<file path="src/rtl/knn_pkg.sv">
// rtl/knn_pkg.sv - shared KNN types: sequencer states and K-select encodings
package knn_pkg;

    typedef enum logic [2:0] {
        ST_IDLE   = 3'd0,
        ST_CLEAR  = 3'd1,
        ST_STREAM = 3'd2,
        ST_DRAIN  = 3'd3,
        ST_VOTE   = 3'd4,
        ST_RESULT = 3'd5
    } knn_state_t;

    localparam logic [1:0] K1 = 2'b00;
    localparam logic [1:0] K3 = 2'b01;
    localparam logic [1:0] K5 = 2'b10;

    // The unused 2'b11 code selects the largest supported K.
    function automatic logic [1:0] map_k(input logic [1:0] k);
        return (k == 2'b11) ? K5 : k;
    endfunction

endpackage

</file>
<file path="src/rtl/knn_tag_delay.sv">
// rtl/knn_tag_delay.sv - fixed-depth delay line for read tags, with synchronous flush
module knn_tag_delay #(
    parameter int DEPTH    = 1,
    parameter int W        = 3,
    parameter int LAST_BIT = 0
) (
    input  logic         clk,
    input  logic         rst_n,
    input  logic         flush,
    input  logic [W-1:0] din,
    output logic [W-1:0] dout,
    output logic         pending
);

    logic [W-1:0] stage [DEPTH];

    always_ff @(posedge clk or negedge rst_n) begin
        if (!rst_n) begin
            for (int i = 0; i < DEPTH; i++) begin
                stage[i] <= '0;
            end
        end else if (flush) begin
            for (int i = 0; i < DEPTH; i++) begin
                stage[i] <= '0;
            end
        end else begin
            stage[0] <= din;
            for (int i = 1; i < DEPTH; i++) begin
                stage[i] <= stage[i-1];
            end
        end
    end

    assign dout = stage[DEPTH-1];

    // Any last-feature tag still in flight means a sample has not reached the sorter yet.
    always_comb begin
        pending = 1'b0;
        for (int i = 0; i < DEPTH; i++) begin
            pending = pending | stage[i][LAST_BIT];
        end
    end

endmodule

</file>
<file path="src/rtl/knn_query_sequencer.sv">
// rtl/knn_query_sequencer.sv - per-query controller: clear, stream features, sort strobes, vote
module knn_query_sequencer
    import knn_pkg::*;
#(
    parameter int ADDR_W  = 8,
    parameter int FEAT_W  = 3,
    parameter int MEM_LAT = 1
) (
    input  logic                     clk,
    input  logic                     RESETn,
    input  logic                     start,
    input  logic [ADDR_W-1:0]        n_train,
    input  logic [1:0]               k_sel,
    input  logic                     abort,
    output logic                     mem_rd_en,
    output logic [ADDR_W+FEAT_W-1:0] mem_addr,
    output logic                     dist_acc_en,
    output logic                     dist_first,
    output logic                     dist_last,
    output logic                     new_start,
    output logic                     sort_en,
    output logic                     vote_en,
    output logic [1:0]               K_control,
    output logic                     busy,
    output logic                     done
);

    localparam int AW = ADDR_W + FEAT_W;
    localparam logic [FEAT_W-1:0] FEAT_LAST = '1;
    localparam logic [AW-1:0]     ADDR_ONE  = {{(AW-1){1'b0}}, 1'b1};

    knn_state_t        state;
    logic [ADDR_W-1:0] n_train_q;
    logic [AW-1:0]     last_addr;
    logic [FEAT_W-1:0] feat_idx;
    logic [2:0]        tag_in;
    logic [2:0]        tag_out;
    logic              flush;
    logic              last_pending;

    assign last_addr = {n_train_q, FEAT_LAST};
    assign feat_idx  = mem_addr[FEAT_W-1:0];
    assign flush     = abort && (state != ST_IDLE);

    assign tag_in = {mem_rd_en,
                     mem_rd_en && (feat_idx == '0),
                     mem_rd_en && (feat_idx == FEAT_LAST)};

    knn_tag_delay #(
        .DEPTH    (MEM_LAT),
        .W        (3),
        .LAST_BIT (0)
    ) u_tag_delay (
        .clk     (clk),
        .rst_n   (RESETn),
        .flush   (flush),
        .din     (tag_in),
        .dout    (tag_out),
        .pending (last_pending)
    );

    assign {dist_acc_en, dist_first, dist_last} = tag_out;

    always_ff @(posedge clk or negedge RESETn) begin
        if (!RESETn) begin
            state     <= ST_IDLE;
            n_train_q <= '0;
            mem_rd_en <= 1'b0;
            mem_addr  <= '0;
            new_start <= 1'b0;
            sort_en   <= 1'b0;
            vote_en   <= 1'b0;
            K_control <= K1;
            busy      <= 1'b0;
            done      <= 1'b0;
        end else begin
            new_start <= 1'b0;
            vote_en   <= 1'b0;
            done      <= 1'b0;
            sort_en   <= dist_last && !flush;
            if (flush) begin
                state     <= ST_IDLE;
                mem_rd_en <= 1'b0;
                busy      <= 1'b0;
            end else begin
                case (state)
                    ST_IDLE: begin
                        if (start) begin
                            n_train_q <= n_train;
                            K_control <= map_k(k_sel);
                            new_start <= 1'b1;
                            busy      <= 1'b1;
                            mem_addr  <= '0;
                            state     <= ST_CLEAR;
                        end
                    end
                    ST_CLEAR: begin
                        mem_rd_en <= 1'b1;
                        mem_addr  <= '0;
                        state     <= ST_STREAM;
                    end
                    ST_STREAM: begin
                        // Compare before incrementing so a full-range n_train never wraps the address.
                        if (mem_addr == last_addr) begin
                            mem_rd_en <= 1'b0;
                            state     <= ST_DRAIN;
                        end else begin
                            mem_addr <= mem_addr + ADDR_ONE;
                        end
                    end
                    ST_DRAIN: begin
                        if (sort_en && !last_pending) begin
                            vote_en <= 1'b1;
                            state   <= ST_VOTE;
                        end
                    end
                    ST_VOTE: begin
                        done  <= 1'b1;
                        state <= ST_RESULT;
                    end
                    ST_RESULT: begin
                        busy  <= 1'b0;
                        state <= ST_IDLE;
                    end
                    default: begin
                        state <= ST_IDLE;
                    end
                endcase
            end
        end
    end

endmodule

</file>
<file path="config.mk">
export PLATFORM = sky130hd
export DESIGN_NAME = knn_query_sequencer
export DESIGN_NICKNAME = d
export VERILOG_FILES = /design/src/rtl/knn_pkg.sv /design/src/rtl/knn_tag_delay.sv /design/src/rtl/knn_query_sequencer.sv
export SDC_FILE = /design/constraint.sdc
export NUM_CORES = 1
export LEC_CHECK = 0
export BUFFER_PORTS_ARGS = -buffer_cell sky130_fd_sc_hd__buf_4
export CAP_MARGIN = 10
export CORE_ASPECT_RATIO = 1.25
export CORE_MARGIN = 10
export CORE_UTILIZATION = 40
export DETAILED_ROUTE_END_ITERATION = 6
export GPL_ROUTABILITY_DRIVEN = 0
export PLACE_DENSITY = 0.6
export SETUP_SLACK_MARGIN = 0.5
export SYNTH_ARGS = -nofsm -noshare
export SYNTH_HDL_FRONTEND = slang
export SYNTH_HIERARCHICAL = 1
export SYNTH_SLANG_ARGS = --single-unit
</file>
<file path="constraint.sdc">
create_clock -name clk -period 2.3 [get_ports clk]
set_clock_uncertainty 0.1 [all_clocks]
set_input_delay 0.46 -clock clk [delete_from_list [all_inputs] [get_ports clk]]
set_output_delay 0.46 -clock clk [all_outputs]
set_load 0.02 [all_outputs]
</file>
### Yosys cells after proc, flatten, opt, wreduce, memory -nomap -nowiden

Index checks and enable logic that the tools add are counted.

| operators by class | value |
|---|---|
| add/subtract/negate cells | 1 |
| eq/ne operators | 13 |
| mux-type cells | 24 |
| bitwise gates (word level) | 1 |
| reductions and logical operators | 18 |

Operators with widths:

| operator | count |
|---|---|
| $pmux W11 S3 | 1 |
| $mux W11 | 2 |
| $mux W3 | 5 |
| $pmux W3 S5 | 1 |
| $mux W1 | 12 |
| $reduce_bool A3 Y1 | 4 |
| $add A11 B1 Y11 const B | 1 |
| $eq A11 B11 Y1 | 1 |
| $eq A3 B3 Y1 const B | 3 |
| $ne A3 B3 Y1 const B | 3 |
| $eq A3 B2 Y1 const B | 2 |
| $logic_not A3 Y1 | 2 |
| $reduce_and A3 Y1 | 2 |
| $logic_and A1 B1 Y1 | 5 |
| $ne A2 B2 Y1 const B | 2 |
| $pmux W1 S2 | 2 |
| $reduce_and A2 Y1 | 2 |
| $reduce_and A4 Y1 | 1 |
| $eq A3 B1 Y1 const B | 1 |
| $eq A2 B2 Y1 const B | 1 |
| $logic_not A1 Y1 | 2 |
| $mux W2 | 1 |
| $not A1 Y1 | 1 |

| storage, ports and cells | value |
|---|---|
| flip-flop bits (word level) | 33 |
| bits of input ports | 14 |
| word-level logic and storage cells | 68 |

### Logic depth before layout (Yosys ltp)

| logic depth | value |
|---|---|
| depth after elaboration | 5 |
| mapped depth | 6 |

### Modules after synthesis

The synthesis kept the hierarchy.

Modules (own cells, without submodules):

| module | instances | cells each | area each (µm²) | seq. area each (µm²) |
|---|---|---|---|---|
| knn_query_sequencer | 1 | 145 | 1545.2 | 750.7 |
| knn_tag_delay | 1 | 7 | 101.3 | 75.1 |

### Worst setup path after synthesis

Ideal clock, no wire load.

| path | value |
|---|---|
| path kind | register to register |
| start point | register mem_addr[0] |
| end point | register mem_addr[6] |
| library setup time | 0.069 ns |
| arrival | 1.770 ns |
| setup slack | 0.361 ns |
| stages on the path, launching flop included | 7 |
| clock period less this slack | 1.939 ns |
| cell sequence | dfrtp_1 -> ha_1 -> and3_4 -> and3_1 -> buf_6 -> or4_1 -> nand3_1 |

| on the way | value |
|---|---|
| word-level cells in the longest chain between the ends | 3 |

RTL lines:

| element | RTL line | source |
|---|---|---|
| from (decl) | knn_query_sequencer.sv:16 | `output logic [ADDR_W+FEAT_W-1:0] mem_addr,` |
| from (signal assigned) | knn_query_sequencer.sv:108 | `mem_addr <= mem_addr + ADDR_ONE;` |
| $add A11 B1 Y11 or $eq A11 B11 Y1 (tied branches) | knn_query_sequencer.sv:108, knn_query_sequencer.sv:104 |  |
| $mux W11 or $ne A2 B2 Y1 (tied branches) | n/a |  |
| $pmux W11 S3 or $reduce_and A4 Y1 (tied branches) | n/a |  |

Parallel ways exist; a longest one is shown, timed or not. The select of a mux whose other input is x is not followed.
A chain may end at the register's enable or synchronous reset.

### Worst setup path after layout

| path | value |
|---|---|
| start point | register mem_addr[4] |
| end point | register mem_addr[6] |

Same word-level chain as after synthesis.

==> results_dict.tcl <==
set metrics [dict create \
    holdWs_ns 0.001054 \
    ys_types 38 \
    status "finished, final reports clean" \
    core_area_mm2 0.004034 \
    critPathMaxFanout 10 \
    clockRootBuffer "clkbuf_8" \
    pwr-share-clk 0.209 \
    p_sw_mw 0.7776 \
    finalHoldViolCount 0 \
    areaGrowthSynthToFinish_pct 35.49 \
    cp-start-kind "register" \
    power_density_mw_per_mm2 970.5 \
    fill_cells 375 \
    worstMarginPinSlew_ns 0.4180 \
    final_util 0.5530 \
    num_rows 26 \
    grt_pass1_wl_um 7148 \
    cts_tree "built" \
    post-dp-hpwl_um 2957 \
    first_pass_iters 4 \
    rsz0062_at_grt "yes" \
    synth_area_leaders "dfrtp_1 (50%), mux2_2 (6.8%), xor2_1 (4.3%)" \
    synth_top_area_frac 0.5015 \
    final_area_mm2 0.002231 \
    path_clk_slew_ns 0.07 \
    antenna_found_initial 0 \
    postSynthAreaPerCell_um2 10.83 \
    io_buffers 35 \
    drv_slew 0 \
    vias 1438 \
    yosys_warnings 6 \
    max_stage_delay_ns 0.52 \
    avgRoutedWirePerCell_um 17.04 \
    drv_cap 0 \
    setup_slack_ns 0.4745 \
    nNetsFinal 217 \
    dieArea_mm2 0.007099 \
    arrival_ns 1.95 \
    place_area_mm2 0.001977 \
    intPower_mw 1.388 \
    worst_ep_required_time_ns 2.42 \
    grt_max_degree 34 \
    die_x_um 77.39 \
    postSynthNetCount 169 \
    total_power_mw 2.165 \
    yosysSeqAreaShare 0.5015 \
    max_freq_ghz 0.5478 \
    cts.sinks 33 \
    comb_power_share 0.382 \
    die_h_um 91.74 \
    cts_max_path_buffers 2 \
    path_class "reg2reg" \
    dp.cells 238 \
    yosys.area.top_type "dfrtp_1" \
    wirelength_um 4380 \
    ir_worst_vdd_mv 0.7040 \
    grt_usage 0.1229 \
    fin_cells 257 \
    hold_class "in2async" \
    fin_crit_sh 0.7937 \
    swShare 0.3591 \
    dp_slack_ns 0.1400 \
    p_seq_frac 0.410 \
    initial_core_util 0.4082 \
    cts_buffers 5 \
    leakage_nw 1.047 \
    drtIter0Drc 169 \
    grt-ovfl-total 0 \
    synth.cell_area_mm2 0.001647 \
    fin_setup_tns_ns 0 \
    critPathSlowestCell "or4_4" \
    worstSkewPairLatency_ns 0.29 \
    cp_num_buf_inv 1 \
    antennaDiodeCount 0 \
    period_minus_slack_ns 1.825 \
    endpoint_kind "register" \
    grt_pass1_vias 1494 \
    detail-route-antenna-nets 0 \
    vias_per_cell 5.595 \
    synth_cells 152 \
    drc 0 \
    cp_cell_sequence "xor2_1 -> nor4_2 -> buf_4 -> and3_4 -> or4_4 -> nand3_2" \
    finalSetupViolations 0 \
    drive_gt1_frac 0.4428 \
    ys_ff_latch 33 \
    slew_headroom 0.7207 \
    path_delay_family "simple AND/OR/NAND/NOR gates" \
    cts_max_level 2 \
    ios 36 \
]
flip-flops by register name (all words and copies together) (netlist names):
name	count
done	1
mem_rd_en	1
u_tag_delay/dout	3
state	3
sort_en	1
K_control	2
busy	1
n_train_q	8
mem_addr	11
new_start	1
vote_en	1
synthesized netlist by cell type:
| master | number |
|---|---|
| dfrtp_1 | 33 |
| nand2_1 | 12 |
| mux2_2 | 10 |
| nor2b_1 | 9 |
| xor2_1 | 8 |
| and3_1 | 7 |
| nor2_1 | 6 |
| inv_1 | 5 |
| nand3_1 | 5 |
| o21ai_0 | 5 |
| o31ai_1 | 5 |
| and2_1 | 4 |
| nand4_1 | 4 |
| o211ai_1 | 4 |
| a22o_1 | 3 |
| clkbuf_1 | 3 |
| ha_1 | 3 |
| o311ai_0 | 3 |
| nor3_1 | 2 |
| nor4_1 | 2 |
| or4_1 | 2 |
| a21o_2 | 1 |
| a221o_1 | 1 |
| a31oi_1 | 1 |
| a32oi_1 | 1 |
| and3_2 | 1 |
| and3_4 | 1 |
| buf_2 | 1 |
| buf_4 | 1 |
| buf_6 | 1 |
| mux2i_1 | 1 |
| nand3b_1 | 1 |
| nor4_2 | 1 |
| o311ai_1 | 1 |
| o32ai_1 | 1 |
| or2_1 | 1 |
| or2_2 | 1 |
| xnor2_1 | 1 |
repair_timing:
| action | CTS | global route |
|---|---|---|
| endpoints found under the hold margin | 0 | 0 |
| hold buffers | 0 | 0 |
| pin swaps | 6 | 6 |
| endpoints found under the setup margin | 21 | 21 |
| buffers inserted | 11 | 0 |
| resized for setup | 11 | 9 |
path summary, 6_finish.rpt:
path / startpoint / endpoint / slack [ns] / depth (start not counted)
min reg2reg: K_control[1] / K_control[1] / 0.42 / 1
max: mem_addr[4] / mem_addr[6] / 0.47 / 6
min: RESETn / mem_addr[2] / 0.001 / 1
max in group asynchronous: RESETn / state[0] / 1.77 / 1
max reg2reg: mem_addr[4] / mem_addr[6] / 0.47 / 6
min in group clk: abort / done / 0.30 / 2
logic make-up (layout without fill, tap and decap cells):
logic type | count (synthesis) | after routing | synth area share
AO/OA/AOI/OAI | 26 | 26 | 0.1193
XOR/XNOR | 9 | 9 | 0.04788
adder cells (fa/ha/maj) | 3 | 3 | 0.02280
buffers and inverters | 11 | 60 | 0.03267
flip-flops | 33 | 33 | 0.5015
multiplexers | 11 | 11 | 0.07447
AND/OR/NAND/NOR | 59 | 59 | 0.2014
area by class of cell:
type                       instances  area [µm²]  share of cell area
clock buffer                       8       90.09             0.04038
inverter                           5       18.77            0.008413
multi-input combinational        108       863.3              0.3870
sequential                        33       835.8              0.3746
tap                               56       70.07             0.03141
timing repair buffer              47       352.8              0.1582
worst register-to-register path: stages, from the launching register on:
cell	delay, ns
dfrtp_2	0.43
xor2_1	0.17
nor4_2	0.07
buf_4	0.15
and3_4	0.21
or4_4	0.52
nand3_2	0.09
metal layers:
metal  GRT usage  up-vias  routed length, µm
met5           0        -                  0
met4     0.05183        0                103
met3     0.04590       12                308
met2      0.2039       64               2238
met1      0.1386      712               1730
li1            -      650                  -
placed cells by master (no fill, tap or decap), types with 3 or more instances in the layout:
cell	count
dfrtp_1	25
inv_1	5
o211ai_1	4
and3_1	6
clkbuf_8	6
nand4_1	4
nand2_1	12
o21ai_0	4
and2_1	3
o31ai_1	5
mux2_2	10
nor2_1	6
o311ai_0	3
xor2_1	7
buf_4	47
nand3_1	4
a22o_1	3
dfrtp_2	8
nor2b_1	8
power groups by stage:
stage	registers [mW]	clock network, mW	logic [mW]
global placement	0.877	0	0.709
floorplan	0.929	0	0.429
detailed placement	0.887	0	0.729
finish	0.887	0.452	0.826
global route	0.917	0.491	0.913
CTS	0.884	0.467	0.796
(Power assumes the default switching activity.)
